==> src/rtl/melody_pkg.sv <==
// melody_pkg: shared note codes, FSM states, period table and default song
// for the melody scheduler.
package melody_pkg;

    localparam int unsigned NOTE_W    = 3;
    localparam int unsigned DUR_W     = 3;
    localparam int unsigned ENTRY_W   = NOTE_W + DUR_W;
    localparam int unsigned PER_W     = 16;
    localparam int unsigned NUM_NOTES = 7;
    localparam int unsigned DEF_LEN   = 16;

    // Note codes stored in entry[5:3]; 0 is a rest.
    localparam logic [NOTE_W-1:0] NOTE_REST = 3'd0;
    localparam logic [NOTE_W-1:0] NOTE_DO4  = 3'd1;
    localparam logic [NOTE_W-1:0] NOTE_RE4  = 3'd2;
    localparam logic [NOTE_W-1:0] NOTE_MI4  = 3'd3;
    localparam logic [NOTE_W-1:0] NOTE_FA4  = 3'd4;
    localparam logic [NOTE_W-1:0] NOTE_SOL4 = 3'd5;
    localparam logic [NOTE_W-1:0] NOTE_LA4  = 3'd6;
    localparam logic [NOTE_W-1:0] NOTE_SI4  = 3'd7;

    typedef enum logic [2:0] {
        ST_IDLE,
        ST_LOAD,
        ST_PLAY,
        ST_GAP,
        ST_DONE
    } state_t;

    // Full square-wave periods in 12 MHz clock cycles.
    localparam logic [PER_W-1:0] PER_DO4  = 16'd45866;
    localparam logic [PER_W-1:0] PER_RE4  = 16'd40863;
    localparam logic [PER_W-1:0] PER_MI4  = 16'd36404;
    localparam logic [PER_W-1:0] PER_FA4  = 16'd34361;
    localparam logic [PER_W-1:0] PER_SOL4 = 16'd30612;
    localparam logic [PER_W-1:0] PER_LA4  = 16'd27273;
    localparam logic [PER_W-1:0] PER_SI4  = 16'd24297;

    // Period of note code k lives at slice [(k-1)*PER_W +: PER_W].
    localparam logic [NUM_NOTES*PER_W-1:0] DEF_PERIODS = {
        PER_SI4, PER_LA4, PER_SOL4, PER_FA4, PER_MI4, PER_RE4, PER_DO4
    };

    function automatic logic [ENTRY_W-1:0] mk_entry(
        input logic [NOTE_W-1:0] note,
        input logic [DUR_W-1:0]  dur
    );
        return {note, dur};
    endfunction

    // Entry i lives at slice [i*ENTRY_W +: ENTRY_W]; dur 0 ends the song.
    localparam logic [DEF_LEN*ENTRY_W-1:0] DEF_SONG = {
        {((DEF_LEN - 4) * ENTRY_W){1'b0}},
        mk_entry(NOTE_REST, 3'd0),
        mk_entry(NOTE_MI4,  3'd3),
        mk_entry(NOTE_REST, 3'd1),
        mk_entry(NOTE_DO4,  3'd2)
    };

endpackage

==> src/rtl/melody_sched_tone_div.sv <==
// tone_div: variable-period square-wave generator, high for the first
// period/2 counts of each period; phase_rst restarts the wave at count 0.
module tone_div
    import melody_pkg::*;
(
    input  logic             clk_in,
    input  logic             rst,
    input  logic             phase_rst,
    input  logic [PER_W-1:0] period,
    output logic             sq
);

    logic [PER_W-1:0] cnt;
    logic [PER_W-1:0] half;

    assign half = period >> 1;
    assign sq   = (cnt < half);

    // Free-running period counter; a zero period simply holds at 0.
    always_ff @(posedge clk_in) begin
        if (rst || phase_rst) begin
            cnt <= '0;
        end else if (({1'b0, cnt} + (PER_W + 1)'(1)) >= {1'b0, period}) begin
            cnt <= '0;
        end else begin
            cnt <= cnt + 1'b1;
        end
    end

endmodule

==> src/rtl/melody_sched.sv <==
// melody_sched: plays a song ROM of (note, duration) entries as a square
// wave, with a silent gap after each note.
// Define MELODY_LOOP_EN to replay the song continuously instead of ending.
module melody_sched
    import melody_pkg::*;
#(
    parameter int unsigned TICK_DIV = 3_000_000,
    parameter int unsigned GAP_CYC  = 120_000,
    parameter int unsigned LEN      = 16,
    parameter logic [LEN*ENTRY_W-1:0]     SONG         = DEF_SONG,
    parameter logic [NUM_NOTES*PER_W-1:0] NOTE_PERIODS = DEF_PERIODS
)(
    input  logic                    clk_in,
    input  logic                    rst,
    input  logic                    start,
    input  logic                    stop,
    output logic                    tone,
    output logic                    busy,
    output logic                    done,
    output logic [$clog2(LEN)-1:0]  note_idx
);

    localparam int unsigned IDX_W = $clog2(LEN);
    localparam int unsigned TW    = (TICK_DIV > 1) ? $clog2(TICK_DIV) : 1;
    localparam int unsigned GW    = (GAP_CYC > 1) ? $clog2(GAP_CYC) : 1;

    state_t             state;
    logic [DUR_W-1:0]   remaining;
    logic [TW-1:0]      tick_cnt;
    logic [GW-1:0]      gap_cnt;
    logic [PER_W-1:0]   period_q;
    logic               tone_en;
    logic               past_end;
    logic               sq;

    logic [ENTRY_W-1:0] entry;
    logic [NOTE_W-1:0]  cur_note;
    logic [DUR_W-1:0]   cur_dur;
    logic [PER_W-1:0]   per_sel;
    logic               last_idx;

    assign entry    = SONG[note_idx*ENTRY_W +: ENTRY_W];
    assign cur_note = entry[ENTRY_W-1:DUR_W];
    assign cur_dur  = entry[DUR_W-1:0];
    assign last_idx = (note_idx == IDX_W'(LEN - 1));
    assign tone     = tone_en & sq;

    // Period lookup for the entry being loaded; rests map to period 0.
    always_comb begin
        per_sel = '0;
        if (cur_note != NOTE_REST) begin
            per_sel = NOTE_PERIODS[(int'(cur_note) - 1) * PER_W +: PER_W];
        end
    end

    // Song sequencing FSM with registered busy/done/note_idx/tone enable.
    always_ff @(posedge clk_in) begin
        if (rst) begin
            state     <= ST_IDLE;
            busy      <= 1'b0;
            done      <= 1'b0;
            note_idx  <= '0;
            remaining <= '0;
            tick_cnt  <= '0;
            gap_cnt   <= '0;
            period_q  <= '0;
            tone_en   <= 1'b0;
            past_end  <= 1'b0;
        end else if (stop) begin
            state    <= ST_IDLE;
            busy     <= 1'b0;
            done     <= 1'b0;
            note_idx <= '0;
            tone_en  <= 1'b0;
            past_end <= 1'b0;
        end else begin
            done <= 1'b0;
            case (state)
                ST_IDLE: begin
                    if (start) begin
                        state    <= ST_LOAD;
                        busy     <= 1'b1;
                        note_idx <= '0;
                        past_end <= 1'b0;
                    end
                end
                ST_LOAD: begin
                    if ((cur_dur == '0) || past_end) begin
`ifdef MELODY_LOOP_EN
                        state    <= ST_LOAD;
                        note_idx <= '0;
                        past_end <= 1'b0;
`else
                        state <= ST_DONE;
                        busy  <= 1'b0;
                        done  <= 1'b1;
`endif
                    end else begin
                        state     <= ST_PLAY;
                        period_q  <= per_sel;
                        remaining <= cur_dur;
                        tick_cnt  <= '0;
                        tone_en   <= (cur_note != NOTE_REST);
                    end
                end
                ST_PLAY: begin
                    if (tick_cnt == TW'(TICK_DIV - 1)) begin
                        tick_cnt <= '0;
                        if (remaining == DUR_W'(1)) begin
                            state   <= ST_GAP;
                            gap_cnt <= '0;
                            tone_en <= 1'b0;
                        end else begin
                            remaining <= remaining - 1'b1;
                        end
                    end else begin
                        tick_cnt <= tick_cnt + 1'b1;
                    end
                end
                ST_GAP: begin
                    if (gap_cnt == GW'(GAP_CYC - 1)) begin
                        state <= ST_LOAD;
                        // Running off the last ROM slot is flagged rather than
                        // wrapping the index, so LOAD can end the song.
                        if (last_idx) begin
                            past_end <= 1'b1;
                        end else begin
                            note_idx <= note_idx + 1'b1;
                        end
                    end else begin
                        gap_cnt <= gap_cnt + 1'b1;
                    end
                end
                ST_DONE: begin
                    state <= ST_IDLE;
                end
                default: begin
                    state <= ST_IDLE;
                    busy  <= 1'b0;
                end
            endcase
        end
    end

    tone_div u_tone_div (
        .clk_in    (clk_in),
        .rst       (rst),
        .phase_rst (state == ST_LOAD),
        .period    (period_q),
        .sq        (sq)
    );

endmodule
==> config.mk <==
export PLATFORM = sky130hd
export DESIGN_NAME = melody_sched
export DESIGN_NICKNAME = d
export VERILOG_FILES = /design/src/rtl/melody_pkg.sv /design/src/rtl/melody_sched_tone_div.sv /design/src/rtl/melody_sched.sv
export SDC_FILE = /design/constraint.sdc
export NUM_CORES = 1
export LEC_CHECK = 0
export CAP_MARGIN = 5
export CORE_MARGIN = 5
export CORE_UTILIZATION = 35
export DETAILED_ROUTE_END_ITERATION = 10
export PLACE_DENSITY = 0.5
export SLEW_MARGIN = 20
export SYNTH_ARGS = -nofsm -noshare
export SYNTH_HDL_FRONTEND = slang
export SYNTH_SLANG_ARGS = --single-unit
==> constraint.sdc <==
create_clock -name clk_in -period 2.9 [get_ports clk_in]
set_clock_uncertainty 0.05 [all_clocks]
set_input_delay 0.58 -clock clk_in [delete_from_list [all_inputs] [get_ports clk_in]]
set_output_delay 0.58 -clock clk_in [all_outputs]
set_load 0.02 [all_outputs]
==> impl_metrics.yaml <==
detailed_routing:
  wl_met3_um: 252
  wl_met1_um: 5370
  wl_met2_um: 5160
  vias_per_cell: 5.14
  ant_nets: 0
  wl_per_cell_um: 14.6
  highest_layer: "met4"
  drt_iter0_markers: 235
  wl_um: 11000
  route.detailed.drc: 0
  firstDrtPassIters: 4
  vias: 3856
worst_setup_path:
  worstSetupStartpoint: "u_tone_div.cnt[5]"
  required_ns: 3.11
  crit_fanout: 8
  start_kind: "register"
  crit_type: "register to register"
  worst_setup_path_end_kind: "register"
  r2r_start: "u_tone_div.cnt[5]"
  arrival_ns: 2.99
timing:
  setup_tns_ns: 0
  post-route-period-util_pct: 96.1
  tightestPinTransition_ns: 0.548
  period_minus_slack_ns: 2.79
  slew_headroom_pct: 63.4
  slew_viol_final: 0
  setup_viol: 0
  finalHoldViolations: 0
  timing.fmax_mhz: 359
synthesis:
  synth-edff-count: 0
  syn_avg_cell_area_um2: 8.49
  ys.flop_type: "dfxtp_1"
  yosysWarnings: 0
  async_flop_share_pct: 0
  ys_seq_area_share_pct: 33.2
  netlist_area_um2: 4640
  ys_ff_latch: 77
  synthCells: 547
  synthesis.nets: 595
  yosysUniqueCellTypes: 65
placed_design:
  gp_congestion: 0.830
  io_buffers: 10
  hpwlAfterDp_um: 7970
layout:
  final_common_cell: "nor2_1"
  syn2layout_area_growth_pct: 17.0
  multi_input_area_um2: 3030
  finalCoreUtilization_pct: 41.3
  final_cell_mix: "nor2_1, dfxtp_1, ha_1"
  fill_cells: 1342
  nets: 619
  layout-drive-gt1-share_pct: 14.3
  seq_area_um2: 1550
  diodes: 0
floorplanning:
  ios: 11
  core-area_um2: 13100
  rows: 42
  start_util_pct: 35.3
  die_h_um: 125
  die-area_um2: 15700
  chipWidth_um: 125
clocking:
  h-tree-depth: 3
  cts-root-buf: "clkbuf_16"
  clk_latency_ns: 0.33
  clkTransAtPathRegs_ns: 0.06
  cts.sinks: 77
  cts_tree: "built"
  cts_buffers: 9
  cts_max_path_buffers: 2
global_routing:
  grt_pass1_vias: 3852
  antenna_found_initial: 0
  grt_max_degree: 21
  grtUsageTotal_pct: 14.5
  grt_pass1_wl_um: 18700
  grt_overflow: 0
hold_path:
  worstHoldPathType: "register to register"
  min_from: "past_end"
status:
  status: "completed"
power_and_ir_drop:
  power_density_nw_per_um2: 450
  p_leak_nw: 2.09
  ir_drop_mv: 0.226
run:
  drv_cap: 0
==> metrics by stage <==
step / hold slack [ns] / area [µm²] / total power (W) / worst slack, ns / cells
floorplan: 0.381 / 4640 / 0.00127 / 0.0340 / 547
global placement: 0.407 / 5000 / 0.00134 / 0.0363 / 734
detailed placement: 0.421 / 5000 / 0.00134 / -0.0164 / 734
CTS: 0.435 / 5300 / 0.00246 / 0.00679 / 748
global route: 0.468 / 5430 / 0.00257 / -0.0253 / 750
finish: 0.433 / 5430 / 0.00244 / 0.112 / 750
==> layer usage <==
layer,track usage (%),vias to the layer above
li1,-,1993
met1,19.1,1817
met2,23.0,33
met4,6.63,0
met3,2.73,13
met5,0,-
==> cell type report <==
cell class | count | share of cell area, %
repair buffers | 31 | 4.77
flip-flops and latches | 77 | 28.6
clock buffers | 12 | 4.54
inverters | 23 | 1.59
clock inverters | 2 | 0.645
multi-input cells | 429 | 55.8
well taps | 176 | 4.06
==> cells in the mapped netlist (5+ instances only) <==
library cell,count,area share (%)
nor4_1,8,1.1
nor2b_1,11,1.5
or2_2,6,0.81
or4_1,5,0.81
a21oi_1,22,2.4
xor2_1,22,4.2
a21o_1,12,1.9
nand2_1,39,3.2
nand2b_1,5,0.67
o211ai_1,6,0.97
nor3_1,16,1.7
inv_1,23,1.9
dfxtp_1,77,33
xnor2_1,21,4.0
nor2_1,72,5.8
buf_2,6,0.65
a211oi_1,5,0.81
nand4_1,18,2.4
and3_1,10,1.3
nand3_1,30,3.2
o21ai_0,10,1.1
and2_1,5,0.67
nor3b_1,9,1.5
clkbuf_1,6,0.49
ha_1,44,12
or3_1,5,0.67
==> flip-flops by register name, indices dropped and copies added (netlist names) <==
signal / flops
period_q: 8
done: 1
past_end: 1
tone_en: 1
tick_cnt: 22
state: 3
gap_cnt: 17
busy: 1
remaining: 3
u_tone_div.cnt: 16
note_idx: 4
==> worst paths after layout <==
kind,endpoint,slack [ns],cells after the start
worst max-delay path,u_tone_div.cnt[3],0.11,13
worst min-delay path,past_end,0.43,2
worst max register to register,u_tone_div.cnt[3],0.11,13
worst min register to register,past_end,0.43,2
==> worst max-delay path, cell delays in order (launching register included) <==
cell	delay, ns
dfxtp_2	0.35
and4_4	0.23
and2_4	0.16
nand3_2	0.11
nor2_1	0.16
xor2_1	0.21
ha_1	0.28
a21o_1	0.15
a21oi_1	0.12
o21ai_0	0.13
a211oi_1	0.26
o21ai_1	0.15
buf_6	0.18
nor3b_2	0.16
==> cells by family (layout without fill, tap and decap cells) <==
| group | after synthesis | in the layout | synth area share, % |
|---|---|---|---|
| AO/OA/AOI/OAI | 75 | 75 | 10.9 |
| XOR/XNOR | 43 | 43 | 8.11 |
| adder cells (fa/ha/maj) | 44 | 44 | 11.9 |
| buffers and inverters | 41 | 68 | 4.12 |
| flip-flops | 77 | 77 | 33.2 |
| multiplexers | 3 | 3 | 0.674 |
| AND/OR/NAND/NOR | 264 | 264 | 31.1 |
==> what timing repair did <==
item,4_1_cts,5_1_grt
pin swaps,0,12
hold buffers,0,0
cloned,0,1
setup endpoints to repair,9,17
buffers inserted,0,1
hold endpoints to repair,0,0
gates resized for setup,8,32
==> report_power, final <==
group	leakage (nW)	internal [W]	switching [W]	total (W)
Combinational	1.32	0.000109	0.000139	0.000247
Sequential	0.625	0.00107	0.0000197	0.00109
Clock	0.139	0.000680	0.000425	0.00110
Note: power is estimated with default switching activity, not from simulation.
